$ cat src/rtl/clause_check_scheduler.sv
// Sequencer for the unsatisfied-clause selection datapath: loads the formula one clause
// per handshake, then runs check rounds (enable, wait for all checkers, decide) on request.
module clause_check_scheduler #(
    parameter int MAXIMUM_BIT_WIDTH_OF_CLAUSES_INDEX = 2,
    parameter int CHECK_TIMEOUT_CYCLES               = 16,
    parameter int MAXIMUM_BIT_WIDTH_OF_ITERATIONS    = 8
) (
    input  logic                                          in_clk,
    input  logic                                          in_reset,
    input  logic                                          in_setup_start,
    input  logic                                          in_coeff_valid,
    output logic                                          out_coeff_ready,
    output logic [MAXIMUM_BIT_WIDTH_OF_CLAUSES_INDEX-1:0] out_load_index,
    output logic                                          out_load_strobe,
    output logic                                          out_setup_done,
    input  logic                                          in_check_start,
    input  logic [(2**MAXIMUM_BIT_WIDTH_OF_CLAUSES_INDEX)-1:0] in_checker_ready,
    input  logic                                          in_formula_satisfied,
    input  logic [MAXIMUM_BIT_WIDTH_OF_CLAUSES_INDEX-1:0] in_unsat_index,
    output logic [(2**MAXIMUM_BIT_WIDTH_OF_CLAUSES_INDEX)-1:0] out_checker_enable,
    output logic                                          out_read_enable,
    output logic                                          out_result_valid,
    output logic                                          out_result_satisfied,
    output logic [MAXIMUM_BIT_WIDTH_OF_CLAUSES_INDEX-1:0] out_unsat_index,
    output logic                                          out_busy,
    output logic                                          out_timeout,
    output logic [MAXIMUM_BIT_WIDTH_OF_ITERATIONS-1:0]    out_iteration_count
);

    localparam int CI = MAXIMUM_BIT_WIDTH_OF_CLAUSES_INDEX;
    localparam int NC = 2 ** CI;
    localparam int IW = MAXIMUM_BIT_WIDTH_OF_ITERATIONS;
    localparam int TW = $clog2(CHECK_TIMEOUT_CYCLES + 1);

    localparam logic [CI-1:0] LAST_INDEX    = {CI{1'b1}};
    localparam logic [CI-1:0] INDEX_ONE     = {{(CI-1){1'b0}}, 1'b1};
    localparam logic [IW-1:0] ITER_ONE      = {{(IW-1){1'b0}}, 1'b1};
    localparam logic [TW-1:0] TIMER_ONE     = {{(TW-1){1'b0}}, 1'b1};
    localparam logic [TW-1:0] TIMEOUT_LIMIT = TW'(CHECK_TIMEOUT_CYCLES);

    typedef enum logic [2:0] {
        ST_IDLE   = 3'd0,
        ST_LOAD   = 3'd1,
        ST_READY  = 3'd2,
        ST_ENABLE = 3'd3,
        ST_WAIT   = 3'd4,
        ST_DECIDE = 3'd5,
        ST_FAULT  = 3'd6
    } state_t;

    state_t          state_r, state_s;
    logic [CI-1:0]   load_idx_r, load_idx_s;
    logic [TW-1:0]   timer_r, timer_s, timer_inc_s;
    logic [NC-1:0]   enable_r, enable_s;
    logic            read_en_r, read_en_s;
    logic            result_valid_r, result_valid_s;
    logic            result_sat_r, result_sat_s;
    logic [CI-1:0]   unsat_idx_r, unsat_idx_s;
    logic            busy_r, busy_s;
    logic            timeout_r, timeout_s;
    logic            setup_done_r, setup_done_s;
    logic [IW-1:0]   iter_r, iter_s;
    logic            accept_s;
    logic            all_ready_s;

    assign accept_s    = in_coeff_valid & (state_r == ST_LOAD);
    assign all_ready_s = &in_checker_ready;
    assign timer_inc_s = timer_r + TIMER_ONE;

    // State and registered-output flops
    always_ff @(posedge in_clk or negedge in_reset) begin
        if (!in_reset) begin
            state_r        <= ST_IDLE;
            load_idx_r     <= '0;
            timer_r        <= '0;
            enable_r       <= '0;
            read_en_r      <= 1'b0;
            result_valid_r <= 1'b0;
            result_sat_r   <= 1'b0;
            unsat_idx_r    <= '0;
            busy_r         <= 1'b0;
            timeout_r      <= 1'b0;
            setup_done_r   <= 1'b0;
            iter_r         <= '0;
        end else begin
            state_r        <= state_s;
            load_idx_r     <= load_idx_s;
            timer_r        <= timer_s;
            enable_r       <= enable_s;
            read_en_r      <= read_en_s;
            result_valid_r <= result_valid_s;
            result_sat_r   <= result_sat_s;
            unsat_idx_r    <= unsat_idx_s;
            busy_r         <= busy_s;
            timeout_r      <= timeout_s;
            setup_done_r   <= setup_done_s;
            iter_r         <= iter_s;
        end
    end

    // Next-state decode; setup_start takes priority over check_start in READY
    always_comb begin
        state_s = state_r;
        case (state_r)
            ST_IDLE:   state_s = in_setup_start ? ST_LOAD : ST_IDLE;
            ST_LOAD:   state_s = (accept_s && (load_idx_r == LAST_INDEX)) ? ST_READY : ST_LOAD;
            ST_READY: begin
                if (in_setup_start) begin
                    state_s = ST_LOAD;
                end else if (in_check_start) begin
                    state_s = ST_ENABLE;
                end else begin
                    state_s = ST_READY;
                end
            end
            ST_ENABLE: state_s = ST_WAIT;
            ST_WAIT: begin
                if (all_ready_s) begin
                    state_s = ST_DECIDE;
                end else if (timer_inc_s == TIMEOUT_LIMIT) begin
                    state_s = ST_FAULT;
                end else begin
                    state_s = ST_WAIT;
                end
            end
            ST_DECIDE: state_s = ST_READY;
            ST_FAULT:  state_s = in_setup_start ? ST_LOAD : ST_FAULT;
            default:   state_s = ST_IDLE;
        endcase
    end

    // Next values of the registered outputs, keyed on the transition being taken
    always_comb begin
        load_idx_s     = load_idx_r;
        timer_s        = timer_r;
        read_en_s      = 1'b0;
        result_valid_s = 1'b0;
        result_sat_s   = result_sat_r;
        unsat_idx_s    = unsat_idx_r;
        timeout_s      = timeout_r;
        setup_done_s   = setup_done_r;
        iter_s         = iter_r;
        enable_s       = (state_s == ST_ENABLE) ? {NC{1'b1}} : {NC{1'b0}};
        busy_s         = (state_s == ST_LOAD) || (state_s == ST_ENABLE) ||
                         (state_s == ST_WAIT) || (state_s == ST_DECIDE);
        case (state_r)
            ST_IDLE, ST_READY, ST_FAULT: begin
                if (in_setup_start) begin
                    load_idx_s   = '0;
                    setup_done_s = 1'b0;
                    iter_s       = '0;
                    timeout_s    = 1'b0;
                end else begin
                    load_idx_s   = load_idx_r;
                end
            end
            ST_LOAD: begin
                // The index holds at the last clause once the formula is complete
                if (accept_s && (load_idx_r == LAST_INDEX)) begin
                    setup_done_s = 1'b1;
                end else if (accept_s) begin
                    load_idx_s   = load_idx_r + INDEX_ONE;
                end else begin
                    load_idx_s   = load_idx_r;
                end
            end
            ST_ENABLE: timer_s = '0;
            ST_WAIT: begin
                if (all_ready_s) begin
                    result_valid_s = 1'b1;
                    result_sat_s   = in_formula_satisfied;
                    read_en_s      = ~in_formula_satisfied;
                    unsat_idx_s    = in_formula_satisfied ? unsat_idx_r : in_unsat_index;
                    iter_s         = (&iter_r) ? iter_r : (iter_r + ITER_ONE);
                end else begin
                    timer_s        = timer_inc_s;
                    timeout_s      = timeout_r | (timer_inc_s == TIMEOUT_LIMIT);
                end
            end
            default: timer_s = timer_r;
        endcase
    end

    assign out_coeff_ready      = (state_r == ST_LOAD);
    assign out_load_strobe      = accept_s;
    assign out_load_index       = load_idx_r;
    assign out_setup_done       = setup_done_r;
    assign out_checker_enable   = enable_r;
    assign out_read_enable      = read_en_r;
    assign out_result_valid     = result_valid_r;
    assign out_result_satisfied = result_sat_r;
    assign out_unsat_index      = unsat_idx_r;
    assign out_busy             = busy_r;
    assign out_timeout          = timeout_r;
    assign out_iteration_count  = iter_r;

endmodule

$ cat config.mk
export PLATFORM = sky130hd
export DESIGN_NAME = clause_check_scheduler
export DESIGN_NICKNAME = d
export VERILOG_FILES = /design/src/rtl/clause_check_scheduler.sv
export SDC_FILE = /design/constraint.sdc
export NUM_CORES = 1
export LEC_CHECK = 0
export CAP_MARGIN = 20
export CORE_MARGIN = 5
export CORE_UTILIZATION = 40
export CTS_CLUSTER_DIAMETER = 120
export DETAILED_ROUTE_END_ITERATION = 8
export PLACE_DENSITY = 0.71
export REMOVE_ABC_BUFFERS = 1
export SLEW_MARGIN = 40
export SYNTH_ARGS = -nofsm -noshare
export SYNTH_HDL_FRONTEND = slang
export SYNTH_SLANG_ARGS = --single-unit
$ cat constraint.sdc
create_clock -name in_clk -period 2.25 [get_ports in_clk]
set_input_delay 0.3375 -clock in_clk [delete_from_list [all_inputs] [get_ports in_clk]]
set_output_delay 0.3375 -clock in_clk [all_outputs]
set_load 0.05 [all_outputs]
After elaboration in Yosys (flattened, before gate mapping)
Index checks and enable logic that the tools add are counted.
Storage, ports and cells
  flip-flop bits (word level): 30
  bits in latches: 0
  bits in writable memories: 0
  ROM bits: 0
  input port bits: 12
  logic and storage cells: 83
  memories kept: 0
Cells by class
  add/subtract/negate cells: 3
  multipliers: 0
  div/mod/pow operators: 0
  order comparisons: 0
  equal/unequal tests: 19
  shift operators: 0
  muxes and demuxes: 28
  bitwise operators: 3
  reduce and logical (&&, ||, !) cells: 18
Operators by type and width (number)
  8-bit two-way mux: 3
  3-bit one-hot mux with 7 select lines: 1
  8-bit one-hot mux with 2 select lines: 1
  3-bit == test (second input constant): 5
  2-bit two-way mux: 7
  4-bit AND reduction: 3
  2-bit != test (second input constant): 5
  5-bit one-hot mux with 2 select lines: 1
  3-bit by 2-bit == test with 1-bit output (second input constant): 3
  1-bit two-way mux: 9
  8-bit by 1-bit adder with 8-bit output (second input constant): 1
  8-bit AND reduction: 1
  3-bit by 1-bit == test with 1-bit output (second input constant): 2
  3-bit AND reduction: 2
  6-bit AND reduction: 1
  2-bit nonzero test: 3
  5-bit by 1-bit adder with 5-bit output (second input constant): 1
  5-bit == test (second input constant): 1
  5-bit two-way mux: 1
  5-bit AND reduction: 1
  4-bit two-way mux: 1
  2-bit by 1-bit != test with 1-bit output (second input constant): 2
  1-bit one-hot mux with 2 select lines: 2
  2-bit one-hot mux with 2 select lines: 1
  other kinds (11): 13

Longest topological paths before layout
Gate-level depths: netlist of run 1.
  depth in word-level cells: 9
  mapped depth: 6
  mapped depth without buffers: 5

Worst setup path before layout of run 1
Ideal clock, no wire load.
  path kind: register -> output
  start point: register state_r[1]
  end point: output out_load_strobe
  arrival time: 1.971 ns
  data required time: 1.913 ns
  slack: -0.058 ns
  cell stages (with the launch flop): 5
  cells stage by stage: dfrtp_1 > buf_4 > nand2b_1 > nor2_1 > and2_1
Between the ends
  cells in the longest elaborated chain, start to end: 2
RTL lines
  start: declaration: RTL line 51  | state_t state_r, state_s;
  start signal: assignment: RTL line 86  | state_r <= state_s;
  3-bit by 1-bit == test with 1-bit output
  via out_coeff_ready: RTL line 12  | output logic out_coeff_ready,
  1-bit bitwise AND: RTL line 66  | assign accept_s = in_coeff_valid & (state_r == ST_LOAD);
  end: declaration: RTL line 14  | output logic out_load_strobe,
The timed path passes the listed nets, and every way through them passes these cells.

Worst setup path in the final report of run 1
  start point: input in_checker_ready[2]
  end point: register iter_r[3] (netlist: out_iteration_count[3])
Between the ends
  cells in the longest elaborated chain, start to end: 3
RTL lines
  start: declaration: RTL line 17  | input logic [(2**MAXIMUM_BIT_WIDTH_OF_CLAUSES_INDEX)-1:0] in_checker_ready,
  4-bit AND reduction: RTL line 67  | assign all_ready_s = &in_checker_ready;
  2-bit != test (no source line)
  4-bit AND reduction (no source line)
  end signal: assignment: RTL line 97  | iter_r <= iter_s;
  end: declaration: RTL line 62  | logic [IW-1:0] iter_r, iter_s;
Every way passes these cells.
A chain may end at the register's enable or synchronous reset.

==> impl_results.md, run 1 <==
* WP data required at around 2500 ps
* Slew HR at 0.628
* CTS clk-pin slew, worst paths at 100 ps
* DP Worst Slack at 40.5 ps
* CTS tree: done
* Most Crowded Layer GR: met2
* Logic gate share of total power at 0.520
* Total power per unit cell area at 1090 nW/um^2
* Congestion Overflow GR at 0
* Total track usage at 0.137
* FF-to-FF End: out_iteration_count[3]
* Via/cell ratio at ~5.6
* DRT iter0 DRCs at 78
* Vias post-DR at 1273
* Sequential power share at 0.340
* DR pass1 iterations at 4
* Root Driver: clkbuf_8
* DR DRC count at 0
* Crit path DAT at 2130 ps
* Setup CP Type: primary input to register
* FF+latch area at 676 sq um
* Clk pwr share at 0.140
* Worst slew pin tran at ~550 ps
* Switching pwr at slightly below 1000 uW
* Synth Cell Area at 1460 sq um
* Grt met1 use at 0.155
* Clock Path Buffers at 2
* Ant. Diodes at 0
* Post-Syn Instances at 147
* Final GP Congestion at just over 0.9
* Reg-to-Reg Start: state_r[0]
* Resized cells post-CTS at 0
* Dominant cells by area after synthesis: dfrtp_1, a21oi_1, ha_1
* Final slew viol count at 0
* Grt met3 use at 0.0245
* Syn Area/Cell at 9.96 sq um
* Tmin final at 1930 ps
* Global-route wire length before repair at roughly 5600 microns
* Port bufs at 35
* Peak supply drop at approximately 0.38 mV
* RSZ-0062 raised after global routing: no
* Number of cell rows at 22
* Placed Instances at ~220
* Worst min path class: primary input to async pin
* Reg2Reg Depth at 4
* Fmax at 517 MHz
* Synth top area share at 0.462
* Full die area at just under 5000 sq um
* # Max-Cap Violations at 0
* Largest net degree at the start of global routing at 28
* Vias in the first global route at 1256
* HPWL Detailed at ~2600 microns
* Worst Skew at 4.88 ps
* Area growth syn-to-layout at 28.5%
* Fin Hold WS at around 440 ps
* Slowest cell on crit path: or4_1
* Initial antenna violation count at 0
* P_int at 1080 uW
* Most frequent cell after synthesis: dfrtp_1
* Average wire per standard cell at 15.1 microns
* Ys async rst share at 1.00
* Final WS setup at approximately 320 ps
* Number of fillers in the final layout at 320
* Register area share after synthesis at 0.462
* Main synth FF type: dfrtp_1
* CTS H-tree lvls at 1
* Number of enable flip-flop cells after synthesis at 0
* CP Launch Type: primary input
* Setup violators final at 0
* Largest stage delay, worst path at 560 ps
* Initial core utilization at 0.406
* CTS sink count at 27
* Routed Antenna Nets at 0
* CP Max Fanout at 14
* Fin. Hold Viols at 0
* Met2 Use GR at 0.262
* Postcts setup bufs at 0
* Die Y at 70.5 microns
* Final period util at 0.860
* Status: complete, no violations
* Final WL at around 3400 microns
* Synthesis Warnings at 0
* IO Pins at 36
* Total power at between 2000 and 2500 uW
* Cell Count, Final, Fillers Out at roughly 230
* Share of cells above drive strength 1 at 0.0843
* Area of the multi-input gates at a little over 700 sq um
* Fin nets at ~200
* Netlist cell types at 43
* Net Sw Frac at 0.472
* Cell chain of the critical path: clkdlybuf4s50_1, and4_1, a22oi_2, or4_1, a21oi_1
* Clock latency on the worst-skew pair at 280 ps
* Critical Path End Type: register
* CORE AREA at 3610 sq um
* Post-synthesis sequential element count at 27
* Leakage at ~0.00076 uW
* Clock buffer count from CTS at 3
* Die W at 70.5 microns
* Reg2Reg Setup Slack at 320 ps
* Post-synth top area cell: dfrtp_1
* Final core occ at 0.522
* Synth top cells by count: dfrtp_1, a21oi_1, nor2_1
* Hold buffers post-CTS at 0
-- flip-flops by register name (all words and copies together), names as in the netlist --
register / flops
out_timeout: 1
out_result_valid: 1
out_iteration_count: 8
timer_r: 5
out_unsat_index: 2
out_result_satisfied: 1
out_busy: 1
out_read_enable: 1
out_setup_done: 1
state_r: 3
out_load_index: 2
out_checker_enable: 1
-- cell usage in the layout, fill, tap and decap left out, types with 2 or more instances in the layout --
cell type	count
o31ai_1	6
o21ai_0	3
nor2b_1	2
nand4_1	3
buf_4	3
clkdlybuf4s50_1	33
a21oi_1	15
ha_1	4
mux2_2	2
nand2b_1	3
mux2i_1	3
nand2_1	11
or4_1	5
a311oi_1	2
nor2_1	12
a211oi_1	3
inv_1	3
o21a_1	2
nand3_1	5
and4_1	2
clkbuf_8	3
dfrtp_1	27
and2_1	2
nor3_1	4
-- worst max-delay path, delay by kind of cell --
family / cells / cell delay, ps
buffers and inverters: 1 / 480
AOI/OAI and AO/OA: 2 / 410
and+or+nand+nor: 2 / 910
-- cell type report --
type	count	share of cell area
clock buffers	3	0.0219
clock inverters	1	0.00399
repair buffers	37	0.198
flip-flops and latches	27	0.359
well taps	48	0.0319
multi-input cells	107	0.379
inverters	3	0.00598
-- per-stage QoR --
stage               area, sq um  setup TNS, ps
global route               1880              0
CTS                        1880              0
global placement           1830              0
detailed placement         1830              0
floorplan                  1400          -14.7
finish                     1880              0
-- worst max path at each step --
| stage | start | to | slack, ps | depth (start not counted) |
|---|---|---|---|---|
| after floorplan | state_r[1] | out_load_strobe | -10 | 3 |
| after global placement | in_checker_ready[2] | out_iteration_count[3] | 160 | 5 |
| after detailed placement | in_checker_ready[2] | out_iteration_count[3] | 40 | 5 |
| after CTS | state_r[0] | out_iteration_count[3] | 300 | 4 |
| after global routing | state_r[0] | out_iteration_count[3] | 170 | 4 |
| final | in_checker_ready[2] | out_iteration_count[3] | 320 | 5 |
-- metal layers --
layer  vias to the layer above  part of all wire
li1                        608                 -
met1                       624              0.41
met2                        39              0.54
met3                         2             0.052
met4                         0            0.0024
met5                         -                 0
-- power groups by stage --
stage                     logic [uW]  registers [uW]  clock network (uW)
after CTS                       1070             696                 286
after detailed placement        1070             704                   0
after floorplan                  449             946                   0
final                           1070             698                 288
after global routing            1150             715                 306
after global placement          1040             695                   0
-- cell families (layout without fill, tap and decap cells) --
| family | after synthesis | count (layout) | synth area share |
|---|---|---|---|
| AOI/OAI and AO/OA | 39 | 39 | 0.179 |
| xor gates and xnor gates | 1 | 1 | 0.00598 |
| adders and majority gates | 4 | 4 | 0.0342 |
| buffers and inverters | 13 | 44 | 0.0513 |
| DFF | 27 | 27 | 0.462 |
| muxes | 5 | 5 | 0.0359 |
| and+or+nand+nor | 58 | 58 | 0.232 |
No activity file was read; power rests on OpenSTA's default activity.
==> run 2: changes to the inputs <==
- CELL_PAD_IN_SITES_DETAIL_PLACEMENT: not set -> 1
- CELL_PAD_IN_SITES_GLOBAL_PLACEMENT: not set -> 2
- CORE_MARGIN: 5 -> not set
- CORE_UTILIZATION: 40 -> 30
- PLACE_DENSITY: 0.71 -> not set
- PLACE_DENSITY_LB_ADDON: not set -> 0.05
==> run 2 against run 1 <==
Sequential cell count did not move. Cell count rose by 8.4%. Design area rose by 1.1%. Setup slack got worse by 13 ps. Register-to-register slack barely moved. First-iteration DRC count fell by 31%. Combinational power barely moved. Global-route usage rose by 1.3 points. Non-clock buffer count did not move. Largest cell class unchanged. Largest power group unchanged.
==> impl_results.md, run 2 (synthesis gave the netlist of run 1 again) <==
* Fin nets at around 200
* CP Launch Type: primary input
* DP Worst Slack at 26.2 ps
* Vias post-DR at 1259
* Setup violators final at 0
* Crit path DAT at 2150 ps
* Clock latency on the worst-skew pair at 270 ps
* Full die area at 5160 sq um
* Critical Path End Type: register
* Postcts setup bufs at 0
* Vias in the first global route at between 1000 and 1500
* Leakage at about 0.00077 uW
* Tmin final at 1950 ps
* DRT iter0 DRCs at 54
* Congestion Overflow GR at 0
* Final GP Congestion at 0.710
* Fmax at 514 MHz
* Final period util at 0.865
* M1 WL at 1670 microns
* Final core occ at 0.403
* Root Driver: clkbuf_8
* Average wire per standard cell at 14.8 microns
* Via/cell ratio at 5.14
* Worst min path class: primary input to async pin
* CORE AREA at 4720 sq um
* Hold buffers post-CTS at 0
* HPWL Detailed at between 2000 and 3000 microns
* Commonest non-fill, non-tap cell in the layout: clkdlybuf4s50_1
* Number of cell rows at 25
* Setup CP Type: primary input to register
* Total track usage at 0.151
* Area of the multi-input gates at ~710 sq um
* Reg2Reg Setup Slack at 330 ps
* Fin. Hold Viols at 0
* Total power at just over 2000 uW
* Port bufs at 35
* Status: complete, no violations
* Die W at 71.9 microns
* Crit path launch: in_checker_ready[2]
* Max reg flops at 8
* Final WL at around 3600 microns
* Resized cells post-CTS at 0
* Top sig layer: met4
* Area growth syn-to-layout at 30.0%
* Largest net degree at the start of global routing at 28
* Initial antenna violation count at 0
* Ant. Diodes at 0
* RSZ-0062 raised after global routing: no
* Peak supply drop at 0.408 mV
* Final slew viol count at 0
* WP data required at ~2500 ps
* Final setup TNS at 0 ps
* Metal3 WL at 115 microns
* Clock buffer count from CTS at 3
* Die Y at 71.9 microns
* DR DRC count at 0
* IO Pins at 36
* Placed Instances at between 200 and 250
* Final WS setup at 303 ps
* Initial core utilization at 0.310
* FF+latch area at slightly below 700 sq um
* Total power per unit cell area at 1070 nW/um^2
* Share of cells above drive strength 1 at 0.0843
* CP Max Fanout at 14
* # Max-Cap Violations at 0
* Slew HR at 0.604
* Number of fillers in the final layout at 539
* CTS H-tree lvls at 1
* Worst slew pin tran at 594 ps
* WL met2 at 1810 microns
* Global-route wire length before repair at around 6000 microns
* Cell Count, Final, Fillers Out at 245
* CTS tree: done
* Reg-to-Reg Start: state_r[0]
* Worst Skew at 4.52 ps
* Most frequent cells in the layout: clkdlybuf4s50_1, dfrtp_1, a21oi_1
* Clock Path Buffers at 2
* Routed Antenna Nets at 0
* CTS clk-pin slew, worst paths at around 100 ps
* DR pass1 iterations at 4
* CTS sink count at 27
==> run 2: cell types whose count changed in the layout (fill, tap and decap cells not counted), sizes merged <==
cell	previous run	this run
clkinvlp	1	0
clkinv	0	1
==> run 2: worst max-delay path, stage by stage <==
cell and delay [ps]:
clkdlybuf4s50_1 480, and4_1 370, a22oi_2 260, or4_1 550, a21oi_1 160
==> run 2: worst paths after layout <==
| kind | endpoint | cells after the start |
|---|---|---|
| worst min register to register | out_timeout | 1 |
| max in group asynchronous | state_r[1] | 2 |
| worst min-delay path | out_read_enable | 2 |
| min in group in_clk | out_timeout | 1 |
| worst max-delay path | out_iteration_count[3] | 5 |
| worst max register to register | out_iteration_count[3] | 4 |
==> run 2: layer usage <==
| layer | global-route usage | up-vias |
|---|---|---|
| met2 | 0.263 | 23 |
| li1 | - | 608 |
| met1 | 0.189 | 623 |
| met5 | 0 | - |
| met3 | 0.0338 | 5 |
| met4 | 0.0370 | 0 |
==> run 2: cell type report <==
cell class / count / area share
Clock buffer: 3 / 0.0217
Clock inverter: 1 / 0.00263
Inverter: 3 / 0.00592
Multi-Input combinational cell: 107 / 0.375
Sequential cell: 27 / 0.355
Tap cell: 67 / 0.0440
Timing Repair Buffer: 37 / 0.196
==> run 2: power by group <==
part | internal, uW | switching, uW | total [uW]
sequential | 578 | 119 | 697
combinational | 379 | 681 | 1060
clock | 124 | 155 | 279
==> run 2: through the flow <==
step           hold WS, ps  area (sq um)
2_1_floorplan         41.9          1400
3_3_place_gp           480          1860
3_5_place_dp           483          1860
4_1_cts                449          1900
5_1_grt                453          1900
6_report               439          1900
